[src/rtl/uart_tx_mmio.sv]
// uart_tx_mmio: memory-mapped 8N1 UART transmitter with a small TX FIFO.
// TXDATA at BASE_ADDR+0 (write pushes a byte), STATUS at BASE_ADDR+4
// ({ovf, busy, empty, full}; any write clears ovf).
// Optional feature: define UART_TX_PARITY_EN to insert an even-parity bit
// between the data bits and the stop bit (11 bit-times per frame).
module uart_tx_mmio #(
    parameter logic [31:0] BASE_ADDR    = 32'h0000_1000,
    parameter int          CLKS_PER_BIT = 16,
    parameter int          FIFO_DEPTH   = 4
) (
    input  logic        clk,
    input  logic        n_reset,
    input  logic [31:0] dataAddr,
    input  logic [31:0] writeData,
    input  logic        we,
    output logic [31:0] readData,
    output logic        tx,
    output logic        busy
);

    localparam int BAUD_W = $clog2(CLKS_PER_BIT);
    localparam int PTR_W  = $clog2(FIFO_DEPTH);
    localparam int CNT_W  = PTR_W + 1;
    localparam logic [BAUD_W-1:0] BAUD_LAST = BAUD_W'(CLKS_PER_BIT - 1);
    localparam logic [CNT_W-1:0]  DEPTH_CNT = CNT_W'(FIFO_DEPTH);

    typedef enum logic [2:0] {
        IDLE,
        START,
        DATA,
`ifdef UART_TX_PARITY_EN
        PARITY,
`endif
        STOP
    } state_t;

    state_t             state;
    logic [BAUD_W-1:0]  baudCnt;
    logic [2:0]         bitIdx;
    logic [7:0]         txByte;
`ifdef UART_TX_PARITY_EN
    logic               parityBit;
`endif

    logic [7:0]         fifoMem [FIFO_DEPTH];
    logic [PTR_W-1:0]   wrPtr;
    logic [PTR_W-1:0]   rdPtr;
    logic [CNT_W-1:0]   fifoCount;
    logic               ovf;

    logic hit, pushReq, statusWr, baudDone;
    logic fifoEmpty, fifoFull, popNow, pushOk, overflow;
    logic unusedBits;

    // Only the low byte of store data is used and the byte lane is ignored.
    assign unusedBits = ^{writeData[31:8], dataAddr[1:0]};

    assign hit       = (dataAddr[31:3] == BASE_ADDR[31:3]);
    assign pushReq   = hit & we & ~dataAddr[2];
    assign statusWr  = hit & we & dataAddr[2];
    assign baudDone  = (baudCnt == BAUD_LAST);
    assign fifoEmpty = (fifoCount == '0);
    assign fifoFull  = (fifoCount == DEPTH_CNT);
    // The serialiser takes a byte when idle or when the stop bit finishes.
    assign popNow    = ~fifoEmpty & ((state == IDLE) | ((state == STOP) & baudDone));
    // A full FIFO still accepts a push if a pop frees a slot on the same edge.
    assign pushOk    = pushReq & (~fifoFull | popNow);
    assign overflow  = pushReq & ~pushOk;

    // Register read mux: zero-latency view of the current state.
    always_comb begin
        readData = 32'h0;
        if (hit && dataAddr[2]) begin
            readData = {28'h0, ovf, busy, fifoEmpty, fifoFull};
        end
    end

    // FIFO storage: data only, no reset needed.
    always_ff @(posedge clk) begin
        if (pushOk) begin
            fifoMem[wrPtr] <= writeData[7:0];
        end
    end

    // FIFO pointers, occupancy and sticky overflow flag.
    always_ff @(posedge clk or negedge n_reset) begin
        if (!n_reset) begin
            wrPtr     <= '0;
            rdPtr     <= '0;
            fifoCount <= '0;
            ovf       <= 1'b0;
        end else begin
            if (pushOk) wrPtr <= wrPtr + PTR_W'(1);
            if (popNow) rdPtr <= rdPtr + PTR_W'(1);
            case ({pushOk, popNow})
                2'b10:   fifoCount <= fifoCount + CNT_W'(1);
                2'b01:   fifoCount <= fifoCount - CNT_W'(1);
                default: fifoCount <= fifoCount;
            endcase
            // Overflow wins over a simultaneous clear.
            if (overflow)      ovf <= 1'b1;
            else if (statusWr) ovf <= 1'b0;
        end
    end

    // Shift register and parity: loaded on pop, shifted at each data-bit advance.
    always_ff @(posedge clk) begin
        if (popNow) begin
            txByte <= fifoMem[rdPtr];
`ifdef UART_TX_PARITY_EN
            parityBit <= ^fifoMem[rdPtr];
`endif
        end else if ((state == DATA) && baudDone) begin
            txByte <= txByte >> 1;
        end
    end

    // Serialiser FSM with registered tx/busy driven from the next state.
    always_ff @(posedge clk or negedge n_reset) begin
        if (!n_reset) begin
            state   <= IDLE;
            baudCnt <= '0;
            bitIdx  <= '0;
            tx      <= 1'b1;
            busy    <= 1'b0;
        end else begin
            case (state)
                IDLE: begin
                    if (popNow) begin
                        state   <= START;
                        baudCnt <= '0;
                        tx      <= 1'b0;
                        busy    <= 1'b1;
                    end
                end
                START: begin
                    if (baudDone) begin
                        state   <= DATA;
                        baudCnt <= '0;
                        bitIdx  <= '0;
                        tx      <= txByte[0];
                    end else begin
                        baudCnt <= baudCnt + BAUD_W'(1);
                    end
                end
                DATA: begin
                    if (baudDone) begin
                        baudCnt <= '0;
                        if (bitIdx == 3'd7) begin
`ifdef UART_TX_PARITY_EN
                            state <= PARITY;
                            tx    <= parityBit;
`else
                            state <= STOP;
                            tx    <= 1'b1;
`endif
                        end else begin
                            bitIdx <= bitIdx + 3'd1;
                            tx     <= txByte[1];
                        end
                    end else begin
                        baudCnt <= baudCnt + BAUD_W'(1);
                    end
                end
`ifdef UART_TX_PARITY_EN
                PARITY: begin
                    if (baudDone) begin
                        state   <= STOP;
                        baudCnt <= '0;
                        tx      <= 1'b1;
                    end else begin
                        baudCnt <= baudCnt + BAUD_W'(1);
                    end
                end
`endif
                STOP: begin
                    if (baudDone) begin
                        baudCnt <= '0;
                        if (popNow) begin
                            state <= START;
                            tx    <= 1'b0;
                        end else begin
                            state <= IDLE;
                            tx    <= 1'b1;
                            busy  <= 1'b0;
                        end
                    end else begin
                        baudCnt <= baudCnt + BAUD_W'(1);
                    end
                end
                default: begin
                    state   <= IDLE;
                    baudCnt <= '0;
                    tx      <= 1'b1;
                    busy    <= 1'b0;
                end
            endcase
        end
    end

endmodule

[config.mk]
export PLATFORM = sky130hd
export DESIGN_NAME = uart_tx_mmio
export DESIGN_NICKNAME = d
export VERILOG_FILES = /design/src/rtl/uart_tx_mmio.sv
export SDC_FILE = /design/constraint.sdc
export NUM_CORES = 1
export LEC_CHECK = 0
export CORE_MARGIN = 1
export CORE_UTILIZATION = 40
export CTS_BUF_LIST = sky130_fd_sc_hd__clkbuf_8
export DETAILED_ROUTE_END_ITERATION = 16
export GPL_TIMING_DRIVEN = 0
export PLACE_DENSITY = 0.83
export SYNTH_ARGS = -nofsm -noshare
export SYNTH_HDL_FRONTEND = slang
export SYNTH_SLANG_ARGS = --single-unit
[constraint.sdc]
create_clock -name clk -period 2.9 [get_ports clk]
set_input_delay 0.29 -clock clk [delete_from_list [all_inputs] [get_ports clk]]
set_output_delay 0.29 -clock clk [all_outputs]
set_load 0.01 [all_outputs]
==> out/results.env, run 1 <==
RUN_STATUS='completed'
INSERTION_DELAY_NS=0.34
FRACTION_OF_REGISTERS_WITH_ASYNC_SET_RESET=0.3220
CTS_MADE_BUFFERS=9
NUMBER_OF_ANTENNA_VIOLATIONS_AT_THE_FIRST_CHECK_IN_GLOBAL_ROUTING=0
FILLCELLCOUNT=592
SYN-CELL-AREA_SQ_UM=3100
GRT-OVFL-TOTAL=0
ANTENNA-DIODE-COUNT=0
FLOORPLAN.DIE_AREA_SQ_UM=8107
SETUP-VIOLATIONS-FINAL=0
SETUP_TOTAL_NEGATIVE_SLACK_NS=0
REG2REG_SLACK_NS=0.47
GLOBAL_ROUTE.USAGE.TOTAL=0.1439
FINALHOLDVIOLATIONS=0
CRITPATHREQUIREDTIME_NS=2.61
REPORT.FINAL.SLEW_VIOL_COUNT=0
TIMING.FINAL.CRIT_SHARE=0.9044
POST_DETAIL_PLACE_HPWL_MM=3.963
WORSTSETUPENDPOINTTYPE='output port'
START_KIND='input port'
DRT-WIRELENGTH-PER-CELL_UM=13.19
MIN_PERIOD_NS=2.623
DETAILEDROUTE.FIRSTITERATIONVIOLATIONS=69
CLOCK_TREE_FROM_TRITONCTS='done'
SYNTH_TOP_FLOP_CELL='edfxtp_1'
STARTING_DENSITY_OF_THE_CORE=0.4207
HTREE_NUM_LEVELS=3
SYNTH_EDF_COUNT=40
ACHIEVABLE-FREQUENCY_MHz=381.3
GRT_FIRST_PASS_WIRELENGTH_MM=9.045
GRT_START_MAX_NET_PINS=20
SYNTH_CELL_TYPES=48
PLACE_CONGESTION=0.7686
SEQ_AREA_FRAC_SYNTH=0.5412
PIN_COUNT=101
ROUTE.ANTENNA.REMAINING_NETS=0
CLK_TRANSITION_REPORTED_PATHS_NS=0.08
NUM_VIAS=1926
LAYOUT.CORE_UTILIZATION=0.5406
YOSYSTOPAREACELL='edfxtp_1'
SLEW_HEADROOM=0.4136
CLKSINKCOUNT=59
SYNTH_AREA_LEADERS='edfxtp_1 39%, dfrtp_1 15%, buf_4 6.8%, mux4_2 5.8%, ha_1 4.8%'
WORSTSETUPPATHTYPE='input port to output port'
SHARE_OF_YOSYS_CELL_AREA_CLAIMED_BY_THE_TOP_AREA_CELL_TYPE=0.3874
SYNTHTOLAYOUTAREAGROWTH_PCT=28.49
POWER.TOTAL_mW=1.753
UNREPAIRED_SETUP_ENDPOINTS_AFTER_GLOBAL_ROUTING='false'
CORE_AREA_SQ_UM=7370
CTSLONGESTPATHBUFFERS=2
WORST_SLEW_PIN_SLEW_NS=0.8769
MEAN_CELL_AREA_OF_THE_MAPPED_NETLIST_SQ_UM=14.16
NETS=383
ROWS=31
FLOORPLAN.DIE.HEIGHT_UM=90.04
SYNTH.TOP_CELLS.BY_COUNT='40 x edfxtp_1, 28 x buf_4, 18 x dfrtp_1'
DETAIL_ROUTE.DRC_VIOLATIONS=0
CRIT-REG2REG-LAUNCH='state[0]'
MIN_PATH_TYPE='input port to async pin'
PORT_BUFFERS=46
YS_SEQ_ELEMENTS=59
TOTAL_LEAKAGE_POWER_nW=1.596
CRITICAL_PATH_ARRIVAL_NS=2.33
SYNTHESIS.YOSYS.WARNINGS=0
SYNTHESIS.INSTANCES=219
VIAS_PER_CELL=4.732
CRITICAL_PATH_PEAK_FANOUT=4
VIA_COUNT_OF_THE_FIRST_GLOBAL_ROUTING_PASS=1952
CLOCK_TREE.ROOT_CELL='clkbuf_8'
DETAIL_ROUTE.WIRELENGTH_MM=5.370
FINAL_LAYOUT_SIZE_SUFFIX_GT1_FRAC=0.2727
FINAL_CRITICAL_PATH_SETUP_SLACK_NS=0.2773
POWERDENSITY_nW_PER_UM2=440.1
DR.PASS1.ITERS=4
FF2FF_PATH_DEPTH=6
CTS_SETUP_BUFFERS=0
POST-PLACE-WS_NS=0.1163
DIE_W_UM=90.04
DOMINANT_CELL_BY_COUNT_IN_THE_SYNTHESIZED_NETLIST='edfxtp_1'
R2R_END='fifoMem[1][2]'
CAP_VIOLATIONS=0
IR_DROP_V=0.0003907
FINALCLOCKSKEW_NS=0.01011
==> layout make-up <==
| type | count | area [sq um] | area share |
|---|---|---|---|
| Clock buffer | 9 | 123.9 | 0.03109 |
| Buffer | 34 | 236.5 | 0.05936 |
| Timing Repair Buffer | 46 | 460.4 | 0.1156 |
| Sequential cell | 59 | 1678 | 0.4212 |
| Multi-Input combinational cell | 147 | 1270 | 0.3188 |
| Inverter | 6 | 22.52 | 0.005653 |
| Tap cell | 99 | 123.9 | 0.03109 |
| Clock inverter | 7 | 68.82 | 0.01727 |
==> per-layer routing <==
layer	GRT usage	wire length [um]
met4	0.07527	72
met3	0.03553	216
met2	0.2545	2810
met5	0	0
met1	0.1592	2271
==> timing repair <==
action	CTS	global route
hold buffers	0	0
resized for setup	0	1
endpoints found under the setup margin	0	1
endpoints found under the hold margin	0	0
==> logic make-up after synthesis <==
logic type	after synthesis	share of synthesized area
DFF	59	0.5412
buffers and inverters	40	0.08353
xor gates and xnor gates	5	0.01413
adders and majority gates	13	0.05488
other	1	0.001209
and+or+nand+nor	52	0.1255
muxes	21	0.1057
AOI/OAI and AO/OA	28	0.07385
==> worst max-delay path, cell delays in order <==
cell             delay (ns)
clkdlybuf4s50_1        0.44
nor4_4                 0.32
nand4_4                0.21
nor3_2                 0.34
and3_1                 0.20
clkdlybuf4s50_1        0.54
==> report_power, final <==
group | internal [mW] | leakage [nW] | switching (mW)
sequential | 0.898 | 0.585 | 0.00000226
combinational | 0.0765 | 0.915 | 0.0477
clock | 0.393 | 0.0966 | 0.338
total | 1.37 | 1.60 | 0.385
==> worst max-delay path by stage <==
stage / startpoint / to / slack [ns]
floorplan: state[0] / fifoMem[0][0] / 0.86
global placement: dataAddr[23] / readData[0] / 0.11
detailed placement: dataAddr[23] / readData[0] / 0.12
CTS: dataAddr[23] / readData[0] / 0.12
global route: dataAddr[7] / readData[0] / 0.14
finish: dataAddr[19] / readData[0] / 0.28
==> sequential cells by signal, summed over array words and instances, names as in the netlist, 2 cells and up <==
signal / flops
state: 2
rdPtr: 2
txByte: 8
fifoMem: 32
bitIdx: 3
baudCnt: 4
wrPtr: 2
fifoCount: 3
==> per-stage QoR <==
stage | area (sq um) | hold slack (ns) | cells
detailed placement | 3786 | 0.5154 | 391
global route | 3984 | 0.5140 | 407
floorplan | 3202 | -0.005591 | 246
global placement | 3786 | 0.4906 | 391
finish | 3984 | 0.4474 | 407
CTS | 3979 | 0.4732 | 407
==> placed cells by master, fill, tap and decap left out, types with 5 or more instances in the layout <==
cell type        netlist  final
clkdlybuf4s50_1        0     46
edfxtp_1              40     40
buf_4                 28     28
conb_1                 1     28
dfrtp_1               18     18
ha_1                  12     12
mux2_2                10     10
nand2_1               10     10
and2_1                 9      9
clkbuf_8               0      9
mux4_2                 8      8
o21ai_0                7      7
inv_1                  6      6
nor2_1                 6      6
a22o_1                 5      5
(Power assumes the default switching activity.)
==> inputs of run 2 (changes only) <==
CTS_CLUSTER_SIZE = 28   (was default)
GPL_TIMING_DRIVEN = default   (was 0)
SLEW_MARGIN = 20   (was default)
==> run 2 against run 1 <==
Clock-buffer cell count did not move; final cell count decreased by 7.9%; cell area shrank 5.5%; hold slack improved by 0.018 ns; largest cell class unchanged.
==> out/results.env, run 2 (same netlist as run 1, synthesis figures left out) <==
FILLCELLCOUNT=644  # +8.8%
DIE_W_UM=90.04  # unchanged
ANTENNA-DIODE-COUNT=0  # unchanged
GRT_USE_MET3=0.04992  # +0.01438
CTS_RESIZED=0  # unchanged
TOTAL_LEAKAGE_POWER_nW=1.429  # -10%
FINALHOLDVIOLATIONS=0  # unchanged
ROUTE.ANTENNA.REMAINING_NETS=0  # unchanged
CTS_MADE_BUFFERS=9  # unchanged
NUM_VIAS=1825  # -5.2%
SETUP_TOTAL_NEGATIVE_SLACK_NS=0  # unchanged
SYNTHTOLAYOUTAREAGROWTH_PCT=21.39
INSERTION_DELAY_NS=0.34  # about the same
VIAS_PER_CELL=4.867  # +2.8%
MIN_PERIOD_NS=2.634  # +0.01086 ns
PLACE_CONGESTION=0.7518  # -2.2%
TIMING.CRITICAL_PATH.MODE_CELL='clkdlybuf4s50_1'
CRIT_PATH_TOP_DELAY_CELL='clkdlybuf4s50_1'
CRIT_PATH_CELL_TRACE='clkdlybuf4s50_1 > nor4_4 > nand4_4 > nor3_1 > buf_4 > and3_1 > clkdlybuf4s50_1'
CTSLONGESTPATHBUFFERS=2  # unchanged
GRT-OVFL-TOTAL=0  # unchanged
WORSTSETUPENDPOINTTYPE='output port'
UNREPAIRED_SETUP_ENDPOINTS_AFTER_GLOBAL_ROUTING='false'
HTREE_NUM_LEVELS=3  # unchanged
PORT_BUFFERS=46  # unchanged
GLOBAL_ROUTE.USAGE.TOTAL=0.1388  # -0.005100
DRT-WIRELENGTH-PER-CELL_UM=13.57  # +2.8%
CLOCK_TREE_FROM_TRITONCTS='done'
WORSTSETUPPATHTYPE='input port to output port'
CRITICAL_PATH_PEAK_FANOUT=4  # unchanged
PIN_COUNT=101  # unchanged
WORST_SLEW_PIN_SLEW_NS=0.9234  # +0.04652 ns
IR_DROP_V=0.0004776  # +22%
DETAIL_ROUTE.WIRELENGTH_MM=5.088  # -5.3%
FLOORPLAN.DIE.HEIGHT_UM=90.04  # unchanged
RUN_STATUS='completed'
SLEW_HEADROOM=0.3825  # -0.03111
HOLD_SLACK_NS=0.4652  # +0.01778 ns
BUSIEST_LAYER='met2'
POST_DETAIL_PLACE_HPWL_MM=3.773  # -4.8%
FINALCLOCKSKEW_NS=0.008674  # -0.001440 ns
NETS=351  # -8.4%
CRITICAL_PATH_ARRIVAL_NS=2.34  # about the same
CTS_SETUP_BUFFERS=0  # unchanged
MAX_FLOP_REGISTER='fifoMem'
DETAIL_ROUTE.DRC_VIOLATIONS=0  # unchanged
START_KIND='input port'
CLKSINKCOUNT=59  # unchanged
POST_CTS_HOLD_FIX_BUFS=0  # unchanged
ROWS=31  # unchanged
LARGEST_REGISTER_FF_COUNT=32  # unchanged
POWERDENSITY_nW_PER_UM2=461.6  # +4.9%
REPORT.FINAL.SLEW_VIOL_COUNT=0  # unchanged
TIMING.FINAL.CRIT_SHARE=0.9081  # +0.003744
FINAL_LAYOUT_SIZE_SUFFIX_GT1_FRAC=0.1993  # -0.07345
GROUTE.LAYER.MET1.USAGE=0.1637  # +0.004513
CRIT_PATH_MAX_INCR_DELAY_NS=0.55  # about the same
LAYOUT.CELLS.MOST_COMMON_LIST='46 x clkdlybuf4s50_1, 40 x edfxtp_1, 28 x conb_1, 18 x dfrtp_1, 12 x ha_1'
GR-USAGE-MET2=0.2385  # -0.01590
CORE_AREA_SQ_UM=7370  # unchanged
VIA_COUNT_OF_THE_FIRST_GLOBAL_ROUTING_PASS=1823  # -6.6%
CAP_VIOLATIONS=0  # unchanged
FINAL_COMMON_CELL='clkdlybuf4s50_1'
LAYOUT.CORE_UTILIZATION=0.5107  # -0.02988
CLK_TRANSITION_REPORTED_PATHS_NS=0.07  # about the same
DR.PASS1.ITERS=5  # +1
DETAILEDROUTE.FIRSTITERATIONVIOLATIONS=93  # +35%
NUMBER_OF_ANTENNA_VIOLATIONS_AT_THE_FIRST_CHECK_IN_GLOBAL_ROUTING=0  # unchanged
STARTING_DENSITY_OF_THE_CORE=0.4207  # unchanged
GRT_FIRST_PASS_WIRELENGTH_MM=8.714  # -3.7%
FLOORPLAN.DIE_AREA_SQ_UM=8107  # unchanged
ACHIEVABLE-FREQUENCY_MHz=379.7  # -0.41%
GRT_START_MAX_NET_PINS=20  # unchanged
LARGESTREGISTERS='fifoMem (32), txByte (8), baudCnt (4)'
CRITPATHREQUIREDTIME_NS=2.61  # about the same
CLOCK_TREE.ROOT_CELL='clkbuf_8'
MIN_PATH_TYPE='input port to async pin'
SETUP-VIOLATIONS-FINAL=0  # unchanged
-- run 2: final timing paths --
| kind | start | to | slack (ns) | depth (start not counted) |
|---|---|---|---|---|
| hold / removal | n_reset | baudCnt[3] | 0.47 | 1 |
| max in group asynchronous | n_reset | bitIdx[0] | 1.86 | 1 |
| setup / recovery | dataAddr[23] | readData[0] | 0.27 | 7 |
| hold reg to reg | baudCnt[1] | baudCnt[1] | 0.53 | 2 |
| setup reg to reg | state[1] | fifoMem[3][2] | 0.51 | 5 |
| min in group clk | baudCnt[1] | baudCnt[1] | 0.53 | 2 |
-- run 2: final cells by class --
class,count,area [sq um],share of cell area
Timing Repair Buffer,48,475.5,0.1263
Clock inverter,7,75.07,0.01995
Clock buffer,9,123.9,0.03291
Sequential cell,59,1678,0.4458
Tap cell,99,123.9,0.03291
Multi-Input combinational cell,147,1265,0.3361
Inverter,6,22.52,0.005984
-- run 2: metal layers --
metal / wire (um) / vias to the layer above
met1: 2098 / 892
li1: - / 867
met2: 2699 / 57
met4: 61 / 0
met3: 228 / 9
met5: 0 / -
-- run 2: power breakdown --
| group | leakage [nW] | internal [mW] | switching (mW) |
|---|---|---|---|
| clock | 0.0923 | 0.400 | 0.344 |
| combinational | 0.752 | 0.0522 | 0.0433 |
| sequential | 0.585 | 0.898 | 0.00000375 |
-- run 2: worst max-delay path, delay by kind of cell --
kind / cells / cell delay, ns
AND/OR/NAND/NOR: 4 / 0.91
buffers and inverters: 3 / 1.14
-- run 2: through the flow --
stage / power (mW) / instances / cell area, sq um / setup WS [ns]
2_1_floorplan: 0.9686 / 246 / 3202 / 0.8627
5_1_grt: 1.811 / 375 / 3764 / 0.1261
4_1_cts: 1.757 / 375 / 3764 / 0.2385
3_5_place_dp: 1.011 / 359 / 3565 / 0.2432
6_report: 1.737 / 375 / 3764 / 0.2664
3_3_place_gp: 1.009 / 359 / 3565 / 0.2565
==> inputs of run 3 (changes only) <==
CAP_MARGIN = 15   (was default)
==> results of run 3 <==
Final layout, timing and power as in run 2 (identical DEF).
